==> config.mk <==
export PLATFORM = sky130hd
export DESIGN_NAME = pipe_stage_skid
export DESIGN_NICKNAME = d
export VERILOG_FILES = /design/src/rtl/pipe_stage_skid.sv
export SDC_FILE = /design/constraint.sdc
export NUM_CORES = 1
export LEC_CHECK = 0
export CAP_MARGIN = 15
export CORE_MARGIN = 1.5
export CORE_UTILIZATION = 50
export DETAILED_ROUTE_END_ITERATION = 6
export GPL_TIMING_DRIVEN = 0
export PLACE_DENSITY = 0.83
export SYNTH_ARGS = -nofsm -noshare
export SYNTH_HDL_FRONTEND = slang
export SYNTH_SLANG_ARGS = --single-unit
==> constraint.sdc <==
create_clock -name Clk -period 3.2 [get_ports Clk]
set_input_delay 0.32 -clock Clk [delete_from_list [all_inputs] [get_ports Clk]]
set_output_delay 0.32 -clock Clk [all_outputs]
set_load 0.005 [all_outputs]
==> src/rtl/pipe_stage_skid.sv <==
// Pipeline stage register with valid/ready handshake, a 2-entry skid buffer,
// synchronous flush and saturating stall/flush performance counters.
module pipe_stage_skid #(
    parameter int DATA_W        = 32,
    parameter int CNT_W         = 16,
    parameter bit ZERO_ON_FLUSH = 1'b1
) (
    input  logic              Clk,
    input  logic              Reset,
    input  logic              in_valid,
    output logic              in_ready,
    input  logic [DATA_W-1:0] in_data,
    output logic              out_valid,
    input  logic              out_ready,
    output logic [DATA_W-1:0] out_data,
    input  logic              flush,
    input  logic              cnt_clr,
    output logic [1:0]        occupancy,
    output logic [CNT_W-1:0]  stall_cnt,
    output logic [CNT_W-1:0]  flush_cnt
);

    typedef enum logic [1:0] {
        EMPTY = 2'd0,
        ONE   = 2'd1,
        TWO   = 2'd2
    } state_t;

    state_t            state_reg, state_next;
    logic [DATA_W-1:0] main_data_reg, main_data_next;
    logic [DATA_W-1:0] skid_data_reg, skid_data_next;
    logic              in_ready_reg;
    logic              out_valid_reg;
    logic              in_fire;
    logic              out_fire;

    assign in_fire  = in_valid & in_ready_reg;
    assign out_fire = out_valid_reg & out_ready;

    // Flush wins over any handshake; an out_fire in a flush cycle is simply
    // treated as consumed downstream.
    always_comb begin
        state_next     = state_reg;
        main_data_next = main_data_reg;
        skid_data_next = skid_data_reg;
        if (flush) begin
            state_next = EMPTY;
            if (ZERO_ON_FLUSH) begin
                main_data_next = '0;
                skid_data_next = '0;
            end
        end else begin
            case (state_reg)
                EMPTY: begin
                    if (in_fire) begin
                        main_data_next = in_data;
                        state_next     = ONE;
                    end
                end
                ONE: begin
                    if (in_fire && out_fire) begin
                        main_data_next = in_data;
                    end else if (in_fire) begin
                        skid_data_next = in_data;
                        state_next     = TWO;
                    end else if (out_fire) begin
                        state_next = EMPTY;
                    end
                end
                TWO: begin
                    if (out_fire) begin
                        main_data_next = skid_data_reg;
                        state_next     = ONE;
                    end
                end
                default: state_next = EMPTY;
            endcase
        end
    end

    // Handshake outputs are registered from the next state so in_ready has no
    // combinational path from out_ready.
    always_ff @(posedge Clk) begin
        if (Reset) begin
            state_reg     <= EMPTY;
            main_data_reg <= '0;
            skid_data_reg <= '0;
            out_valid_reg <= 1'b0;
            in_ready_reg  <= 1'b1;
        end else begin
            state_reg     <= state_next;
            main_data_reg <= main_data_next;
            skid_data_reg <= skid_data_next;
            out_valid_reg <= (state_next != EMPTY);
            in_ready_reg  <= (state_next != TWO);
        end
    end

    assign in_ready  = in_ready_reg;
    assign out_valid = out_valid_reg;
    assign out_data  = main_data_reg;
    assign occupancy = state_reg;

    // Counter 0 tracks stall cycles, counter 1 tracks flush cycles.
    logic [1:0]       cnt_inc;
    logic [CNT_W-1:0] cnt_reg [2];

    assign cnt_inc[0] = out_valid_reg & ~out_ready;
    assign cnt_inc[1] = flush;

    generate
        for (genvar gi = 0; gi < 2; gi++) begin : g_cnt
            always_ff @(posedge Clk) begin
                if (Reset || cnt_clr) begin
                    cnt_reg[gi] <= '0;
                end else if (cnt_inc[gi] && !(&cnt_reg[gi])) begin
                    cnt_reg[gi] <= cnt_reg[gi] + {{(CNT_W-1){1'b0}}, 1'b1};
                end
            end
        end
    endgenerate

    assign stall_cnt = cnt_reg[0];
    assign flush_cnt = cnt_reg[1];

endmodule

==> impl_results.md, run 1 <==
* Status: completed
* Routability congestion estimate from global placement at 0.848
* Overall die width at 97.5 um
* Antenna-violating nets left at 0
* Cell taking the most area after synthesis: dfxtp_1
* Unrepaired setup endpoints after global routing: false
* Number of remaining DRC errors at 0
* Vias in the first global route at 3803
* Number of setup violations in the final report at 0
* Antenna cells at 0
* Number of slew-limit violations in the final report at 0
* Number of nets in the layout at 629
* Antenna violations before repair at 0
* Critical path's slowest cell: nor4_1
* Synth top area cells: dfxtp_1 31%, edfxtp_1 22%, mux2i_1 7.2%
* Cell-by-cell listing of the critical path: ha_1, nand3_1, nor4_1, and3_1, o21ai_1, buf_4
* Cell area after synthesis at 0.00446 sq mm
* Total via count in the routed design at 3837
* Worst endpoint data arrival time at 2460 ps
* Max-Slew Margin vs Limit at 56.9%
* PD cells at 417 mW/mm^2
* Most frequently used flop master after synthesis: dfxtp_1
* Die Area at 0.00950 sq mm
* Part of the Yosys area used for sequential elements at 52.0%
* WL final at 10700 um
* Pin count of the biggest net entering global routing at 18
* Critical path class: reg2reg
* Number of synthesized register bits at 100
* Number of maximum-capacitance constraint violations at 0
* Number of hold buffers added after CTS at 0
* Final setup skew at 11.6 ps
* Top cell type's share of synthesized area at 30.5%
* DR pass1 iterations at 4
* Mapped Nets at 512
* Violation count after the first detailed-routing iteration at 141
* Launching element type of the critical path: flip-flop
* Synthesized area per cell at 9.46 sq um
* Warnings, synthesis at 0
* Routed wirelength normalized by instance count at 15.3 um
* Leakage at 2.13 nW
* Most used standard cell by instance count after synthesis: nand2_1
* Worst vdd rail ir drop at 279 uV
* Worst slew pin tran at 647 ps
* Vias per cell at 5.47
* Number of gates resized after cts at 0
* H-tree Lvls at 3
* Standard-cell rows at 34
* CP peak stage delay at 550 ps
* Num ports at 106
* Unique masters post-synth at 44
* CTS Root Cell: clkbuf_8
* Tightest Hold Check Type: reg2reg
* CTS tree: built
* Sum of negative setup slack at 0 ps
* Cells after Synth at 472
* Clock Sinks at 100
* Worst-Skew Late Latency at 360 ps
* HPWL after detailed placement at 7860 um
* DIE HEIGHT at 97.5 um
* Share of post-route cells with drive strength above 1 at 5.22%
* WHS at 457 ps
* Ranking of synthesized cells by instance count: 76 x nand2_1, 68 x dfxtp_1, 39 x nor3_1, 36 x nor2_1, 35 x a21oi_1
* Post-CTS setup repair buffer count at 0
* Wire length of the first global-routing pass at 17600 um
* CP Max Fanout at 10
* Maximum clock insertion buffer count at 2
* Post-synth EDFFs at 32
* Maximum clock rate at 0.427 GHz
* Final hold violations at 0
* Post-layout min period at 2340 ps
* Layout overhead on the synthesized area at 30.6%
* Aggregate global routing overflow at 0
* Total of buffers placed on input and output ports at 105
* Number of CTS-inserted buffers at 9
* Async S/R FF share, synth at 0%
* Effective utilization at floorplan at 51.4%
* Critical path required time at 3320 ps
* Sort of element at the end of the critical path: flip-flop
* Clock slew at the register clock pins of the worst setup and hold paths at 100 ps
* Area of the core region at 0.00868 sq mm
* Final worst-path cycle share at 73.1%
* GRT Util Overall at 22.5%
* Reg2Reg Setup Slack at 860 ps
[cells by family after synthesis]
logic type	after synthesis	share of synthesized area, %
flip-flops	100	52.0
AO/OA/AOI/OAI	82	12.0
XOR/XNOR	25	4.91
AND/OR/NAND/NOR	192	19.8
adder cells (fa/ha/maj)	2	0.561
buffers and inverters	39	3.53
multiplexers	32	7.18
[metrics by stage]
stage | area, sq um | util (%) | power [mW] | setup WS (ps) | instances
final | 5830 | 67.2 | 2.43 | 859 | 702
after global routing | 5830 | 67.2 | 2.53 | 682 | 702
after CTS | 5830 | 67.2 | 2.45 | 860 | 702
after detailed placement | 5660 | 65.2 | 1.73 | 888 | 686
after global placement | 5650 | 65.1 | 1.72 | 31.7 | 685
after floorplan | 4460 | - | 1.55 | 527 | 472
[worst max-delay path, delay by kind of cell (launching register included)]
family                     cells  cell delay (ps)
AOI/OAI and AO/OA              1              200
adders and majority gates      1              230
buffers and inverters          1              270
DFF                            1              440
and+or+nand+nor                3              950
[layout by cell type, fill, tap and decap left out, types with 8 or more instances in the layout]
| cell type | n |
|---|---|
| dfxtp_1 | 68 |
| clkdlybuf4s50_1 | 105 |
| xnor2_1 | 18 |
| clkbuf_1 | 22 |
| a21oi_1 | 35 |
| nand3_1 | 12 |
| clkbuf_8 | 9 |
| inv_1 | 8 |
| edfxtp_1 | 32 |
| nand2_1 | 76 |
| nor3_1 | 39 |
| mux2i_1 | 32 |
| a211oi_1 | 32 |
| nor2_1 | 36 |
[final timing paths]
| check | startpoint | end | depth (start not counted) |
|---|---|---|---|
| setup / recovery | cnt_reg[0][0]$_SDFFCE_PN0P_ | cnt_reg[0][12]$_SDFFCE_PN0P_ | 6 |
| hold / removal | skid_data_reg[22]$_SDFFE_PP0P_ | skid_data_reg[22]$_SDFFE_PP0P_ | 2 |
| setup reg to reg | cnt_reg[0][0]$_SDFFCE_PN0P_ | cnt_reg[0][12]$_SDFFCE_PN0P_ | 6 |
| hold reg to reg | skid_data_reg[22]$_SDFFE_PP0P_ | skid_data_reg[22]$_SDFFE_PP0P_ | 2 |
[layout make-up]
cell class | instances | area, sq um
Clock buffer | 9 | 124
Fill cell | 719 | 2850
Tap cell | 108 | 135
Clock inverter | 7 | 50.0
Sequential cell | 100 | 2320
Inverter | 8 | 30.0
Multi-Input combinational cell | 333 | 1980
Timing Repair Buffer | 106 | 1060
Buffer | 31 | 128
[routing by layer]
metal	global-route usage (%)	vias to the layer above	routed length [um]	share of wire, %
met2	39.6	111	5440	51
met5	0	-	0	0
met1	28.1	1802	4550	42
met4	6.59	0	93	0.87
li1	-	1916	-	-
met3	3.96	8	628	5.9
[power by group]
part	internal (mW)	switching (mW)
logic	0.168	0.139
registers	1.35	0.0433
clock network	0.286	0.444
Power figures use the tool's default switching activity.
==> inputs of run 2 (changes only) <==
Settings changed: CORE_UTILIZATION 50 to 45, PLACE_DENSITY 0.83 to 0.79.
Clock period 3.2 ns to 2 ns, I/O delays scaled along.
==> impl_results.md, run 2 (synthesis results as in run 1) <==
* Status: completed (unchanged)
* Vias in the first global route at 3605 (was 3803)
* Launching element type of the critical path: flip-flop (unchanged)
* Area of the core region at 0.00968 sq mm (was 0.00868 sq mm)
* Die Area at 0.0105 sq mm (was 0.00950 sq mm)
* Layout Utilization at 62.3% (was 67.2%)
* Worst vdd rail ir drop at 357 uV (was 279 uV)
* Worst-Skew Late Latency at 350 ps (was 360 ps)
* Overall die width at 103 um (was 97.5 um)
* Vias per cell at 5.23 (was 5.47)
* Routed wirelength normalized by instance count at 14.5 um (was 15.3 um)
* Wire length of the first global-routing pass at 17000 um (was 17600 um)
* Maximum clock rate at 0.521 GHz (was 0.427 GHz)
* CTS tree: built (unchanged)
* Leakage at 2.22 nW (was 2.13 nW)
* GRT Util Overall at 20.7% (was 22.5%)
* Fraction of power consumed by sequential logic at 55.4% (was 57.3%)
* Clock Sinks at 100 (unchanged)
* Part of the power in the clock network at 32.1% (was 30.0%)
* CP Max Fanout at 16 (was 10)
* Share of post-route cells with drive strength above 1 at 8.82% (was 5.22%)
* Final worst-path cycle share at 96.0% (was 73.1%)
* Number of nets in the layout at 636 (was 629)
* Total of buffers placed on input and output ports at 105 (unchanged)
* Routability congestion estimate from global placement at 0.818 (was 0.848)
* Cell internal pwr at 3.03 mW (was 1.81 mW)
* Total via count in the routed design at 3836 (was 3837)
* Commonest cells after routing, fill and taps aside: 105 x clkdlybuf4s50_1, 76 x nand2_1, 68 x dfxtp_1 (unchanged)
* Number of slew-limit violations in the final report at 0 (unchanged)
* DIE HEIGHT at 103 um (was 97.5 um)
* Worst endpoint data arrival time at 2040 ps (was 2460 ps)
* Total power consumption of the routed design at 4.03 mW (was 2.43 mW)
* Post-route non-filler standard cell count at 734 (was 702)
* Sort of element at the end of the critical path: flip-flop (unchanged)
* Count of fill cells added during filler insertion at 809 (was 719)
* Number of hold buffers added after CTS at 0 (unchanged)
* H-tree Lvls at 3 (unchanged)
* Number of setup violations in the final report at 0 (unchanged)
* Number of CTS-inserted buffers at 9 (unchanged)
* Final hold violations at 0 (unchanged)
* Aggregate global routing overflow at 0 (unchanged)
* PD cells at 668 mW/mm^2 (was 417 mW/mm^2)
* Num ports at 106 (unchanged)
* Net switching share of the total power at 24.7% (was 25.8%)
* DR pass1 iterations at 4 (unchanged)
* Layout overhead on the synthesized area at 35.1% (was 30.6%)
* Worst slew pin tran at 501 ps (was 647 ps)
* WHS at 418 ps (was 457 ps)
* Pin count of the biggest net entering global routing at 18 (unchanged)
* Post-Place Cells at 710 (was 686)
* Gate power share at 12.5% (was 12.6%)
* Max-Slew Margin vs Limit at 66.6% (was 56.9%)
* Violation count after the first detailed-routing iteration at 82 (was 141)
* Maximum clock insertion buffer count at 2 (unchanged)
* Number of remaining DRC errors at 0 (unchanged)
* Antenna cells at 0 (unchanged)
* Final setup skew at 11.0 ps (was 11.6 ps)
* Number of maximum-capacitance constraint violations at 0 (unchanged)
* Tightest Hold Check Type: in2reg (was reg2reg)
* Antenna violations before repair at 0 (unchanged)
* HPWL after detailed placement at 7740 um (was 7860 um)
* Standard-cell rows at 36 (was 34)
* Switch Pwr at 0.997 mW (was 0.627 mW)
* Clock slew at the register clock pins of the worst setup and hold paths at 100 ps (about the same)
* Post-layout min period at 1920 ps (was 2340 ps)
* Effective utilization at floorplan at 46.1% (was 51.4%)
* Critical path class: reg2reg (unchanged)
* WL final at 10600 um (was 10700 um)
* Critical path required time at 2120 ps (was 3320 ps)
* Leading cell type in the layout, fill and taps excluded: clkdlybuf4s50_1 (unchanged)
* CTS Root Cell: clkbuf_8 (unchanged)
* Antenna-violating nets left at 0 (unchanged)
* Sum of negative setup slack at 0 ps (unchanged)
[run 2: cell count changes in the layout (fill, tap and decap cells not counted), moves of 2 or more]
cell,delta
buf_4,+6
clkbuf_1,-7
clkbuf_2,+8
inv_4,-2
[run 2: worst max-delay path: stages, from the launching register on]
cell	delay, ps
edfxtp_1	420
ha_1	230
nand3_2	150
nor4_4	410
and3_4	250
o21ai_4	60
buf_12	160
[run 2: final cells by class]
type	instances	area (sq um)	share of cell area [%]
well taps	133	166	2.76
inverters	8	30.0	0.498
clock buffers	10	128	2.12
multi-input cells	333	2050	34.0
plain buffers	31	138	2.28
flip-flops and latches	100	2320	38.5
clock inverters	6	71.3	1.18
repair buffers	113	1120	18.6
[run 2: through the flow]
stage          setup slack [ps]  cell area (sq um)
2_1_floorplan              51.8               4470
3_3_place_gp               -203               5680
3_5_place_dp               -229               5680
4_1_cts                    13.3               5950
5_1_grt                   -32.1               6030
6_report                   80.1               6030
[run 2: path summary, 6_finish.rpt]
check / startpoint / endpoint / slack, ps / cells after the start
setup reg to reg: cnt_reg[0][0]$_SDFFCE_PN0P_ / cnt_reg[0][13]$_SDFFCE_PN0P_ / 80 / 6
hold / removal: in_data[12] / skid_data_reg[12]$_SDFFE_PP0P_ / 420 / 3
setup / recovery: cnt_reg[0][0]$_SDFFCE_PN0P_ / cnt_reg[0][13]$_SDFFCE_PN0P_ / 80 / 6
hold reg to reg: skid_data_reg[1]$_SDFFE_PP0P_ / skid_data_reg[1]$_SDFFE_PP0P_ / 460 / 2
[run 2: metal layers]
layer	up-vias	GRT usage (%)	wire length, um
li1	1929	-	-
met1	1786	26.3	4630
met2	109	35.4	5300
met3	12	3.39	585
met4	0	7.59	131
met5	-	0	0
[run 2: power groups by stage]
stage          combinational [mW]  clock, mW  sequential (mW)
3_5_place_dp                0.488          0             2.28
5_1_grt                     0.551       1.41             2.24
3_3_place_gp                0.478          0             2.27
4_1_cts                     0.496       1.32             2.23
6_report                    0.503       1.29             2.23
2_1_floorplan               0.210          0             2.27
[run 2: what timing repair did]
item,in CTS,in global routing
setup endpoints to repair,48,77
setup buffers,2,6
pin swaps,4,3
resized for setup,7,21
